**config.mk**
```make
export PLATFORM = sky130hd
export DESIGN_NAME = fpu_mul_result_buffer
export DESIGN_NICKNAME = d
export VERILOG_FILES = /design/src/rtl/fpu_mul_result_buffer.sv
export SDC_FILE = /design/constraint.sdc
export NUM_CORES = 1
export LEC_CHECK = 0
export ABC_AREA = 1
export ABC_CLOCK_PERIOD_IN_PS = 3300
export CAP_MARGIN = 10
export CELL_PAD_IN_SITES_DETAIL_PLACEMENT = 1
export CELL_PAD_IN_SITES_GLOBAL_PLACEMENT = 2
export CORE_MARGIN = 4
export CORE_UTILIZATION = 37
export CTS_CLUSTER_SIZE = 28
export DETAILED_ROUTE_END_ITERATION = 10
export GPL_ROUTABILITY_DRIVEN = 0
export PLACE_DENSITY = 0.76
export SETUP_SLACK_MARGIN = 0.02
export SYNTH_ARGS = -nofsm -noshare
export SYNTH_HDL_FRONTEND = slang
export SYNTH_SLANG_ARGS = --single-unit
```
**constraint.sdc**
```tcl
create_clock -name CLK -period 3.3 [get_ports CLK]
set_input_delay 0.33 -clock CLK [delete_from_list [all_inputs] [get_ports CLK]]
set_output_delay 0.33 -clock CLK [all_outputs]
set_load 0.02 [all_outputs]
```
**src/rtl/fpu_mul_result_buffer.sv**
```systemverilog
// Result buffer behind the fixed-latency single-precision multiplier: tracks in-flight
// issues with a valid shift register, captures products into a FWFT FIFO, and grants credits.
module fpu_mul_result_buffer #(
    parameter int unsigned MUL_LAT = 2,
    parameter int unsigned DEPTH   = 4,
    parameter int unsigned CW      = 5
) (
    input  logic          CLK,
    input  logic          RST,
    input  logic          issue_valid,
    output logic          issue_ready,
    input  logic          Sz,
    input  logic [7:0]    Ez,
    input  logic [22:0]   Mz,
    input  logic          invalid_flagex,
    input  logic          overflow_flagex,
    input  logic          underflow_flagex,
    input  logic          inexact_flagex,
    input  logic          zero_flagex,
    output logic [31:0]   res_data,
    output logic [4:0]    res_flags,
    output logic          res_valid,
    input  logic          res_ready,
    input  logic          clr_flags,
    output logic [4:0]    fflags,
    output logic [CW-1:0] occupancy,
    output logic          err_ovf
);

    localparam int unsigned   AW      = $clog2(DEPTH);
    localparam logic [CW-1:0] DEPTH_C = CW'(DEPTH);

    logic [MUL_LAT-1:0] vld_q, vld_d;
    logic [CW-1:0]      inflight_q, inflight_d;
    logic [CW-1:0]      fifo_cnt_q, fifo_cnt_d;
    logic [CW-1:0]      occ_q, occ_d;
    logic [AW-1:0]      wr_ptr_q, wr_ptr_d;
    logic [AW-1:0]      rd_ptr_q, rd_ptr_d;
    logic [4:0]         fflags_q, fflags_d;
    logic               err_ovf_q, err_ovf_d;

    logic [31:0]        data_mem_q [DEPTH];
    logic [4:0]         flag_mem_q [DEPTH];

    logic               accept, capture, pop, push, full;
    logic [4:0]         flags_in;

    always_comb begin
        flags_in    = {invalid_flagex, overflow_flagex, underflow_flagex,
                       inexact_flagex, zero_flagex};
        // Credit depends only on registered counts, so a pop frees it one cycle later.
        issue_ready = occ_q < DEPTH_C;
        res_valid   = fifo_cnt_q != '0;
        accept      = issue_valid && issue_ready;
        capture     = vld_q[MUL_LAT-1];
        pop         = res_valid && res_ready;
        full        = fifo_cnt_q == DEPTH_C;
        push        = capture && (!full || pop);

        vld_d    = '0;
        vld_d[0] = accept;
        for (int unsigned i = 1; i < MUL_LAT; i++) begin
            vld_d[i] = vld_q[i-1];
        end

        inflight_d = inflight_q + CW'(accept) - CW'(capture);
        fifo_cnt_d = fifo_cnt_q + CW'(push) - CW'(pop);
        occ_d      = inflight_d + fifo_cnt_d;
        wr_ptr_d   = wr_ptr_q + AW'(push);
        rd_ptr_d   = rd_ptr_q + AW'(pop);
        // A flag captured in the clear cycle survives the clear.
        fflags_d   = (clr_flags ? 5'b0 : fflags_q) | (capture ? flags_in : 5'b0);
        err_ovf_d  = err_ovf_q | (capture && full && !pop);

        res_data   = res_valid ? data_mem_q[rd_ptr_q] : '0;
        res_flags  = res_valid ? flag_mem_q[rd_ptr_q] : '0;
        fflags     = fflags_q;
        occupancy  = occ_q;
        err_ovf    = err_ovf_q;
    end

    always_ff @(posedge CLK or negedge RST) begin
        if (!RST) begin
            vld_q      <= '0;
            inflight_q <= '0;
            fifo_cnt_q <= '0;
            occ_q      <= '0;
            wr_ptr_q   <= '0;
            rd_ptr_q   <= '0;
            fflags_q   <= '0;
            err_ovf_q  <= 1'b0;
        end else begin
            vld_q      <= vld_d;
            inflight_q <= inflight_d;
            fifo_cnt_q <= fifo_cnt_d;
            occ_q      <= occ_d;
            wr_ptr_q   <= wr_ptr_d;
            rd_ptr_q   <= rd_ptr_d;
            fflags_q   <= fflags_d;
            err_ovf_q  <= err_ovf_d;
        end
    end

    // Storage needs no reset: the head is masked whenever the count is zero.
    always_ff @(posedge CLK) begin
        if (push) begin
            data_mem_q[wr_ptr_q] <= {Sz, Ez, Mz};
            flag_mem_q[wr_ptr_q] <= flags_in;
        end
    end

endmodule

```
; After elaboration in Yosys (flattened, before gate mapping)
; Memories as Yosys holds them, arrays and structs flattened.
; Index checks and enable logic that the tools add are counted.
[word_totals]
regBits = 27
ram_bits = 148
inputBits = 42
output_inout_bits = 50
word_cells = 36
n_memories = 2
[mem_list]
columns = name, words, width, read_ports, rd_ports_with_merged_regs, write_ports, line
row1 = data_mem_q, 4, 32, 1, 0, 1, 42  ; logic [31:0] data_mem_q [DEPTH];
row2 = flag_mem_q, 4, 5, 1, 0, 1, 43  ; logic [4:0] flag_mem_q [DEPTH];
[op_classes]
add_sub_neg = 7
n_lt_le_gt_ge = 1
n_eq_ne = 1
muxes = 6
bitwise = 2
n_reduce_logical = 9
[op_table]
columns = operator, count
row1 = $mux W32, 1
row2 = $mux W5, 3
row3 = $add A5 B1 Y5, 2
row4 = $sub A5 B1 Y5, 2
row5 = $add A5 B5 Y5, 1
row6 = $eq A5 B3 Y1 const B, 1
row7 = $logic_and A1 B1 Y1, 5
row8 = $lt A5 B3 Y1 const B, 1
row9 = $or A5 B5 Y5, 1
row10 = $reduce_bool A5 Y1, 1
row11 = $add A2 B1 Y2, 2
row12 = $logic_not A1 Y1, 2
row13 = $mux W1, 2
row14 = $logic_or A1 B1 Y1, 1
row15 = $or A1 B1 Y1, 1

; Depth between registers and ports, before layout
[logic_depth]
word_depth = 7
ltp_mapped = 22
mapped_depth_nobuf = 22

; Least setup slack after synthesis
; No wires, ideal clock.
[synth_timing]
path_kind = reg2reg
from = register fifo_cnt_q[3]
to = memory data_mem_q[0][0], enable pin
setup_time_ns = 0.431
t_arrival_ns = 2.680
required_time_ns = 2.869
slack_ns = 0.188
path_stages_with_launch = 10
path_buffers = 0
synth_period_minus_slack_ns = 3.112
cell_sequence = dfrtp_1 -> inv_1 -> ha_1 -> nand3_2 -> nand2_1 -> inv_2 -> nor2_2 -> nor2_4 -> nand2_1 -> nor2_1
[synth_between]
elab_chain_cells = 6
elab_cells_between_ends = 8
cone_classes = 1 x eq/ne / 2 x mux / 5 x reduce/logical
[synth_rtl]
columns = element, line
row1 = start: declaration, 35  ; logic [CW-1:0] fifo_cnt_q, fifo_cnt_d;
row2 = start signal: assignment, 95  ; fifo_cnt_q <= fifo_cnt_d;
row3 = $reduce_bool A5 Y1, 53  ; res_valid = fifo_cnt_q != '0;
row4 = net res_valid, 22  ; output logic res_valid,
row5 = $logic_and A1 B1 Y1, 56  ; pop = res_valid && res_ready;
row6 = $logic_or A1 B1 Y1, 58  ; push = capture && (!full || pop);
row7 = $logic_and A1 B1 Y1, 58
row8 = $mux W1, 106  ; if (push) begin
row9 = $mux W1 (implied by the code), 107  ; data_mem_q[wr_ptr_q] <= {Sz, Ez, Mz};
row10 = end: declaration, 42
; The timed path passes the listed nets, and every way through them passes these cells.

; Final worst setup path
[layout_timing]
from = register rd_ptr_q[0]
to = output port res_flags[3]
[layout_between]
elab_chain_cells = 2
[layout_rtl]
columns = element, line
row1 = start: declaration, 38  ; logic [AW-1:0] rd_ptr_q, rd_ptr_d;
row2 = start signal: assignment, 98  ; rd_ptr_q <= rd_ptr_d;
row3 = $mem_v2 Z4 W5, n/a
row4 = $mux W5, 76  ; res_flags = res_valid ? flag_mem_q[rd_ptr_q] : '0;
row5 = end: declaration, 21  ; output logic [4:0] res_flags,
; Every way passes these cells.

==> summary.txt <==
Critical path
  • Worst setup SP type: flop
  • Most common cell on crit path: nor2_1
  • Kind of end point of the critical path: output pin
  • WS Path Type: flop to output pin
  • CP Max Fanout: 35
  • Slowest-stage cell, CP: dfrtp_2
  • Worst path cell trace: buf_4 > nor2_1 > nor2_1 > o21ai_1 > a21oi_1 > clkdlybuf4s50_1
  • Critical Path RT: 2.97 ns
  • Crit-path max cell delay: 0.82 ns
  • Arr. time, crit path: 2.71 ns

STA
  • Worst slew pin tran: 0.8866 ns
  • Clk_skew: 0.007524 ns
  • Final setup viols: 0
  • Setup tns final: 0 ns
  • Unrepaired setup endpoints after global routing: true
  • Fin. Hold Viols: 0
  • Fin. max-slew vios: 0
  • Period utilization: 92.16%
  • Rel. slew slack: 40.71%
  • Min cycle time layout: 3.041 ns
  • Fmax: 328.8 MHz

Die
  • Initial Util: 38.09%
  • DIE WIDTH: 147.5 microns
  • Core area: 18890 sq um
  • Die extent in y: 147.5 microns
  • Cell row count: 50
  • IO Pins: 92
  • Die area: 21740 sq um

Layout
  • Layout Nets: 761
  • Post-route cell area: 9066 sq um
  • Share of cells above drive strength 1: 8.989%
  • Finished Core Util: 47.99%
  • Antenna Diode Count: 0
  • Fillers: 1976
  • Syn-to-layout area delta: 26.00%

CTS
  • Cts hold-fix bufs: 0
  • Clock latency on the worst-skew pair: 0.42 ns
  • CTS tree: built
  • Clock buffer count from CTS: 17
  • Post-CTS setup buffer count: 0
  • Reg clk slew, reported paths: 0.06 ns
  • Longest Clk Path Bufs: 2
  • H-tree Lvls: 4
  • CTS root buffer: clkbuf_16
  • Resized cells post-CTS: 0
  • TritonCTS Sinks: 175

Outcome
  • Outcome: finished, final reports clean

Synthesis
  • Syn_nets: 658
  • Synth Instances: 596
  • Number of synthesized register bits: 175
  • Xor/xnor share of the synthesized area: 0.9737%
  • Synth cell types: 27
  • Adder-Cell Fraction of Synth Area: 3.791%
  • Largest family of logic cells by synthesized area: simple AND/OR/NAND/NOR gates
  • Mapped Area: 7196 sq um
  • Mux cell area share after synthesis: 0%
  • Fraction of the mapped netlist area in simple logic gates: 11.77%
  • Share of the synthesized area in the top cell type: 61.76%
  • Post-synth top area cell: edfxtp_1
  • Synth Area in Compound Gates: 8.451%
  • Synth area leaders: edfxtp_1 (62%), dfrtp_1 (9.4%), nor2_1 (8.1%)
  • Synth warnings: 0
  • Mean Syn Cell Area: 12.07 sq um
  • Sequential element share of the synthesized area: 71.15%

Detailed routing
  • Drt wl/cell: 17.83 microns
  • DRC violations left: 0
  • DRT iter0 DRCs: 248
  • DR pass1 iterations: 4
  • Antenna viol nets, final: 0
  • Via-to-Cell Ratio: 4.919
  • Vias: 4781
  • Wirelength, routed: 17.33 mm

Global route
  • Vias in the first global route: 5240
  • Antenna violations before repair: 0
  • First-pass GRT wire length: 27.60 mm
  • GRT Util Overall: 16.52%
  • GR Overflow Total: 0
  • Largest net degree at the start of global routing: 51

Placed design
  • DP Area: 8467 sq um
  • Post-DP HPWL: 11.02 mm
  • I/O Buffers: 91

Min path
  • Hold crit path type: flop to flop

Pwr
  • P per Cell Area: 1013 nW/um^2
  • VDD IR max: 0.0005199 V
  • Pleak: 3.292 nW

Flow run
  • MaxCap Viol Count: 0
==> path summary, 6_finish.rpt <==
path	from	endpoint	slack, ns	cells past startpoint
worst max register to register	fifo_cnt_q[3]$_DFF_PN0_	occupancy[4]$_DFF_PN0_	0.28	19
worst min register to register	vld_q[0]$_DFF_PN0_	vld_q[1]$_DFF_PN0_	0.35	0
worst max-delay path	rd_ptr_q[0]$_DFF_PN0_	res_flags[3]	0.26	6
min in group asynchronous	RST	inflight_q[3]$_DFF_PN0_	0.41	1
max in group asynchronous	RST	fifo_cnt_q[0]$_DFF_PN0_	2.23	2
worst min-delay path	vld_q[0]$_DFF_PN0_	vld_q[1]$_DFF_PN0_	0.35	0
==> layout by cell type, fill, tap and decap left out, types with 2 or more instances in the layout <==
cell / synthesis / routed
nor2_1: 155 / 151
edfxtp_1: 148 / 148
clkdlybuf4s50_1: 0 / 91
o21ai_1: 60 / 60
nand2_1: 45 / 45
a21oi_1: 41 / 41
inv_1: 25 / 25
dfrtp_1: 27 / 25
o21ai_0: 19 / 19
clkbuf_16: 0 / 17
buf_4: 2 / 17
ha_1: 17 / 16
nand3_1: 10 / 10
nor2_4: 1 / 6
xor2_1: 6 / 6
inv_2: 5 / 5
clkinvlp_4: 0 / 3
clkinv_1: 0 / 3
clkinv_4: 0 / 3
fa_1: 3 / 2
inv_6: 0 / 2
bufinv_16: 0 / 2
buf_12: 0 / 2
dfrtp_2: 0 / 2
==> cell families (layout without fill, tap and decap cells) <==
logic type | after synthesis | count (layout)
DFF | 175 | 175
AOI/OAI and AO/OA | 121 | 121
adders and majority gates | 20 | 20
and+or+nand+nor | 216 | 216
buffers and inverters | 56 | 172
xor gates and xnor gates | 8 | 8
==> layout make-up <==
class	instances	area, sq um	share of cell area, %
tap	260	325.3	3.588
multi-input combinational	365	1856	20.47
sequential	175	5122	56.50
timing repair buffer	110	1079	11.90
inverter	30	112.6	1.242
clock buffer	18	429.2	4.734
clock inverter	14	142.6	1.573
==> through the flow <==
| stage | worst slack (ns) | hold slack (ns) | power (W) | std cells |
|---|---|---|---|---|
| 2_1_floorplan | 0.1885 | 0.03441 | 0.005597 | 596 |
| 3_3_place_gp | 0.1900 | 0.3330 | 0.007106 | 940 |
| 3_5_place_dp | 0.1313 | 0.3362 | 0.007270 | 940 |
| 4_1_cts | 0.1331 | 0.3533 | 0.009248 | 972 |
| 5_1_grt | 0.004653 | 0.3865 | 0.009855 | 972 |
| 6_report | 0.2589 | 0.3521 | 0.009181 | 972 |
==> cells in the mapped netlist <==
cell / n
a21oi_1: 41
ha_1: 17
nor3_1: 1
inv_1: 25
o21ai_1: 60
o21ai_0: 19
nand3_1: 10
xor2_1: 6
nor2_2: 1
nor2_4: 1
buf_6: 6
a21o_1: 1
clkbuf_2: 4
xnor2_1: 2
nor2_1: 155
buf_1: 3
fa_1: 3
or2_1: 1
dfrtp_1: 27
buf_4: 2
edfxtp_1: 148
clkbuf_1: 3
nand3_2: 1
buf_2: 8
nand2_1: 45
inv_2: 5
nand3b_1: 1
==> registers in the layout, indices dropped and copies added, names as in the netlist <==
signal	count
data_mem_q	128
occupancy	5
flag_mem_q	20
wr_ptr_q	2
inflight_q	5
err_ovf	1
fifo_cnt_q	5
fflags	5
vld_q	2
rd_ptr_q	2
==> routing by layer <==
layer	vias to the layer above	track usage, %	share of wire (%)
li1	2261	-	-
met1	2413	19.45	41
met2	89	29.65	53
met3	18	4.598	4.4
met4	0	4.706	1.2
met5	-	0	0
==> report_power, final <==
part	total [W]	switching, W	leakage (nW)	internal (W)
clock network	0.00193	0.000822	0.269	0.00111
logic	0.00437	0.00255	1.36	0.00183
registers	0.00287	0.000190	1.66	0.00268
total	0.00918	0.00356	3.29	0.00562
==> critical path: cells and delay by family, from the launching register on <==
| kind | cells | cell delay [ns] |
|---|---|---|
| AO/OA/AOI/OAI | 2 | 0.30 |
| buffers and inverters | 2 | 0.99 |
| flip-flops | 1 | 0.82 |
| AND/OR/NAND/NOR | 2 | 0.18 |
No activity file was read; power rests on OpenSTA's default activity.
